==> src/rtl/data_memory_controller.sv <==
`default_nettype none
// ============================================================================
// data_memory_controller : req/ack handshake between the core's load/store
// datapath and a variable-latency single-port data bus.
// Optional feature macro: DMC_TIMEOUT_EN (REQ timeout abort with bus_error).
// Revision: 1.0
// ============================================================================
module data_memory_controller #(
  parameter int ADDR_WIDTH     = 10,
  parameter int TIMEOUT_CYCLES = 255
) (
  input  logic                  clk,
  input  logic                  reset,
  input  logic                  read_enable,
  input  logic                  write_enable,
  input  logic [ADDR_WIDTH-1:0] address,
  input  logic [31:0]           write_data,
  input  logic [3:0]            write_mask,
  output logic [31:0]           read_data,
  output logic                  read_done,
  output logic                  write_done,
  output logic                  bus_error,
  output logic                  mem_req,
  output logic                  mem_we,
  output logic [ADDR_WIDTH-1:0] mem_addr,
  output logic [31:0]           mem_wdata,
  output logic [3:0]            mem_wmask,
  input  logic                  mem_ack,
  input  logic [31:0]           mem_rdata
);

  typedef enum logic [1:0] {
    IDLE = 2'd0,
    REQ  = 2'd1,
    RESP = 2'd2
  } state_t;

  state_t                  state_q, state_d;
  logic                    mem_req_q, mem_req_d;
  logic                    mem_we_q, mem_we_d;
  logic [ADDR_WIDTH-1:0]   mem_addr_q, mem_addr_d;
  logic [31:0]             mem_wdata_q, mem_wdata_d;
  logic [3:0]              mem_wmask_q, mem_wmask_d;
  logic [31:0]             read_data_q, read_data_d;
  logic                    read_done_q, read_done_d;
  logic                    write_done_q, write_done_d;

`ifdef DMC_TIMEOUT_EN
  localparam int              CNT_W         = $clog2(TIMEOUT_CYCLES + 1);
  localparam logic [CNT_W-1:0] TIMEOUT_LIMIT = CNT_W'(TIMEOUT_CYCLES);
  logic [CNT_W-1:0] tmo_cnt_q, tmo_cnt_d;
  logic             bus_error_q, bus_error_d;
`else
  logic unused_timeout;
  assign unused_timeout = ^TIMEOUT_CYCLES;
`endif

  always_comb begin
    state_d      = state_q;
    mem_req_d    = mem_req_q;
    mem_we_d     = mem_we_q;
    mem_addr_d   = mem_addr_q;
    mem_wdata_d  = mem_wdata_q;
    mem_wmask_d  = mem_wmask_q;
    read_data_d  = read_data_q;
    read_done_d  = 1'b0;
    write_done_d = 1'b0;
`ifdef DMC_TIMEOUT_EN
    tmo_cnt_d    = tmo_cnt_q;
    bus_error_d  = 1'b0;
`endif

    case (state_q)
      IDLE: begin
`ifdef DMC_TIMEOUT_EN
        tmo_cnt_d = '0;
`endif
        // Stores win when both enables are high.
        if (write_enable) begin
          mem_we_d    = 1'b1;
          mem_addr_d  = address;
          mem_wdata_d = write_data;
          mem_wmask_d = write_mask;
          mem_req_d   = 1'b1;
          state_d     = REQ;
        end else if (read_enable) begin
          mem_we_d    = 1'b0;
          mem_addr_d  = address;
          mem_wmask_d = 4'b0000;
          mem_req_d   = 1'b1;
          state_d     = REQ;
        end
      end

      REQ: begin
        if (mem_ack) begin
          if (!mem_we_q) begin
            read_data_d = mem_rdata;
          end
          read_done_d  = ~mem_we_q;
          write_done_d = mem_we_q;
          mem_req_d    = 1'b0;
          state_d      = RESP;
        end
`ifdef DMC_TIMEOUT_EN
        // An ack arriving on the limit cycle takes the branch above instead.
        else if (tmo_cnt_q == TIMEOUT_LIMIT) begin
          read_done_d  = ~mem_we_q;
          write_done_d = mem_we_q;
          bus_error_d  = 1'b1;
          mem_req_d    = 1'b0;
          state_d      = RESP;
        end else begin
          tmo_cnt_d = tmo_cnt_q + 1'b1;
        end
`endif
      end

      // Done pulse is visible here; the finishing instruction's enable is ignored.
      RESP: begin
        state_d = IDLE;
      end

      default: begin
        state_d   = IDLE;
        mem_req_d = 1'b0;
      end
    endcase
  end

  always_ff @(posedge clk or posedge reset) begin
    if (reset) begin
      state_q      <= IDLE;
      mem_req_q    <= 1'b0;
      mem_we_q     <= 1'b0;
      mem_addr_q   <= '0;
      mem_wdata_q  <= '0;
      mem_wmask_q  <= '0;
      read_data_q  <= '0;
      read_done_q  <= 1'b0;
      write_done_q <= 1'b0;
    end else begin
      state_q      <= state_d;
      mem_req_q    <= mem_req_d;
      mem_we_q     <= mem_we_d;
      mem_addr_q   <= mem_addr_d;
      mem_wdata_q  <= mem_wdata_d;
      mem_wmask_q  <= mem_wmask_d;
      read_data_q  <= read_data_d;
      read_done_q  <= read_done_d;
      write_done_q <= write_done_d;
    end
  end

`ifdef DMC_TIMEOUT_EN
  always_ff @(posedge clk or posedge reset) begin
    if (reset) begin
      tmo_cnt_q   <= '0;
      bus_error_q <= 1'b0;
    end else begin
      tmo_cnt_q   <= tmo_cnt_d;
      bus_error_q <= bus_error_d;
    end
  end

  assign bus_error = bus_error_q;
`else
  assign bus_error = 1'b0;
`endif

  assign mem_req    = mem_req_q;
  assign mem_we     = mem_we_q;
  assign mem_addr   = mem_addr_q;
  assign mem_wdata  = mem_wdata_q;
  assign mem_wmask  = mem_wmask_q;
  assign read_data  = read_data_q;
  assign read_done  = read_done_q;
  assign write_done = write_done_q;

endmodule
`default_nettype wire
==> config.mk <==
export PLATFORM = sky130hd
export DESIGN_NAME = data_memory_controller
export DESIGN_NICKNAME = d
export VERILOG_FILES = /design/src/rtl/data_memory_controller.sv
export SDC_FILE = /design/constraint.sdc
export NUM_CORES = 1
export LEC_CHECK = 0
export CAP_MARGIN = 20
export CORE_ASPECT_RATIO = 0.5
export CORE_UTILIZATION = 37
export CTS_CLUSTER_DIAMETER = 50
export DETAILED_ROUTE_END_ITERATION = 8
export PLACE_DENSITY = 0.81
export SLEW_MARGIN = 40
export SYNTH_ARGS = -nofsm -noshare
export SYNTH_HDL_FRONTEND = slang
export SYNTH_SLANG_ARGS = --single-unit
==> constraint.sdc <==
create_clock -name clk -period 3.17 [get_ports clk]
set_clock_uncertainty 0.05 [all_clocks]
set_input_delay 0.4755 -clock clk [delete_from_list [all_inputs] [get_ports clk]]
set_output_delay 0.4755 -clock clk [all_outputs]
set_load 0.01 [all_outputs]
==> metrics <==
Setup violations, final 0; routed len/inst roughly 18 um; NetSw around 1.5 mW; sequential-to-total area share from yosys stat 0.6432; initial antenna violation count 0; CP startpoint kind input pin; Non-Filler Instances about 470; vias in the first global route 2449; CP Buf/Inv Count 2; Max-cap violations 0; Crit. End Element flip-flop; Mapped Cells around 190; hold_buf cts 0; DIE HEIGHT 68.46 um; root buf cell clkbuf_16; synth-to-layout area growth 61.45%; Clock transition at path regs 0.05 ns; Initial DRT Pass Iterations 4; CTS Sinks 84; CTS tree yes; Internal Power about 3.7 mW; Via-to-Cell Ratio between 4 and 5; Slew Viols, Final 0; slew at the pin with the worst max-slew slack 0.7390 ns; commonest non-fill, non-tap cell in the layout clkdlybuf4s50_1; Final period util 0.6339; buffer count from post-CTS setup fixing 0; io pins approximately 170; critical path peak fanout 23; Leakage 2.225 nW; clock share of power 0.190; FMAX ~0.50 GHz; most frequent cells in the layout clkdlybuf4s50_1, dfrtp_1, mux2_2; Iter 0 DRT Violations a little over 90; CTS Buffer Depth 2; mapped cell area approximately 3300 um2; global placer's final weighted congestion ~0.73; Setup TNS Final 0 ns; # DRC 0; grt ovf 0; Flop pwr share 0.369; CTS HTree Levels 3; worst rel slew slack 0.5073; Total Wirelength ~8500 um; Synth cell types 22; area of the multi-input gates between 1000 and 1500 um2; final hold violation count 0; arrival time worst endpoint 2.17 ns; crit path time final between 2 and 2.5 ns; status finished, final reports clean; CTS Buf Count 9; Comb pwr share 0.441; CP max-delay cell clkdlybuf4s50_1; CP peak stage delay between 0.4 and 0.5 ns; Mapped Nets ~270; Die Wd approximately 130 um; filler cell count 604; family with the most delay on the worst path buffers and inverters; Core Region 8288 um2; WP data required about 3.3 ns; Clk Latency, worst-skew pair roughly 0.33 ns; Seq cells post-synth 84; Ys Warns 0; maximum VDD drop between 400 and 500 uV; DP HPWL between 6000 and 7000 um; WS Path Type in -> reg; type of the tightest min-delay check reg -> reg; Initial Util 0.3943; # port buffers 164; post-CTS sizing 0; unrepaired setup endpoints after global routing no; switching fraction of total power 0.2885; Reg area between 2000 and 2500 um2; first-pass GRT wire length approximately 13000 um; Tot GR Track Use 0.1895; PwrDens 981.9 nW/um2; ratio of cells with drive above 1 in the final layout 0.2569; DIE AREA ~9000 um2; Syn Area/Cell around 17 um2; largest net degree at the start of global routing 45; antenna cells 0; worst path cell trace clkdlybuf4s50_1 -> nand2_1 -> nor3_4 -> buf_12 -> mux2_2; Placed Cells approximately 460; via count between 2000 and 2500; Routed Antenna Nets 0; row cnt 23; Nets 440
-- final cells by class --
| type | count | area share |
|---|---|---|
| well taps | 112 | 0.02656 |
| inverters | 1 | 0.0009485 |
| repair buffers | 166 | 0.3187 |
| multi-input cells | 95 | 0.2018 |
| clock inverters | 1 | 0.0009485 |
| flip-flops and latches | 84 | 0.3984 |
| clock buffers | 15 | 0.05264 |
-- power by group through the flow --
stage | Sequential, mW | Clock, mW | Combinational, mW
floorplan | 2.13 | 0 | 0.755
global placement | 1.89 | 0 | 2.24
detailed placement | 1.92 | 0 | 2.31
CTS | 1.92 | 1.01 | 2.32
global route | 1.98 | 1.07 | 2.41
finish | 1.91 | 0.984 | 2.29
-- worst paths after layout --
path | from | slack [ns] | endpoint | depth (start not counted)
min reg2reg | mem_addr[1] | 0.45 | mem_addr[1] | 1
min in group asynchronous | reset | 0.51 | mem_we | 2
min | mem_addr[1] | 0.45 | mem_addr[1] | 1
max reg2reg | state_q[1] | 1.31 | mem_wdata[29] | 3
max | mem_ack | 1.16 | read_data[2] | 5
max in group asynchronous | reset | 1.88 | mem_wdata[22] | 3
-- sequential cells by signal, indices dropped and copies added (netlist names) --
register and count:
mem_wdata 32, read_data 32, mem_addr 10, mem_wmask 4, state_q 2, mem_req 1
mem_we 1, read_done 1, write_done 1
-- per-stage QoR --
| stage | area [um2] | hold slack (ns) | total power [mW] | setup slack, ns | utilization |
|---|---|---|---|---|---|
| floorplan | 3268 | 0.4777 | 2.885 | 0.4794 | - |
| global placement | 4994 | 0.4344 | 4.127 | 0.8741 | 0.6025 |
| detailed placement | 4994 | 0.4385 | 4.230 | 0.8214 | 0.6025 |
| CTS | 5276 | 0.4568 | 5.248 | 1.168 | 0.6366 |
| global route | 5276 | 0.4751 | 5.457 | 1.085 | 0.6366 |
| finish | 5276 | 0.4542 | 5.181 | 1.160 | 0.6366 |
-- kinds of logic after synthesis --
| group | share of synthesized area |
|---|---|
| DFF | 0.6432 |
| muxes | 0.2837 |
| AOI/OAI and AO/OA | 0.01914 |
| buffers and inverters | 0.03101 |
| other | 0.001147 |
| and+or+nand+nor | 0.02183 |
-- cells in the mapped netlist --
master / instances / area [um2]
nor2_2: 1 / 6.260
nor2_1: 3 / 11.26
nand2b_1: 1 / 6.260
nand2_1: 3 / 11.26
buf_4: 4 / 30.03
a22o_1: 4 / 35.03
buf_2: 1 / 5.000
mux2_2: 49 / 551.8
and2_1: 1 / 6.260
dfrtp_1: 84 / 2102
nand3_1: 1 / 5.000
o21a_1: 1 / 7.510
and2_4: 1 / 8.760
o21ai_0: 1 / 5.000
buf_6: 2 / 22.52
conb_1: 1 / 3.750
nor3_4: 1 / 16.27
a21o_1: 1 / 7.510
mux2_4: 25 / 375.4
buf_12: 2 / 40.04
o31ai_1: 1 / 7.510
inv_1: 1 / 3.750
-- per-layer routing --
layer / GRT usage / vias up / routed length [um]
met5: 0 / - / 0
met4: 0.08989 / 0 / 249
met3: 0.04148 / 21 / 218
met2: 0.3673 / 57 / 4808
met1: 0.2030 / 1129 / 3251
li1: - / 998 / -
Power figures use the tool's default switching activity.
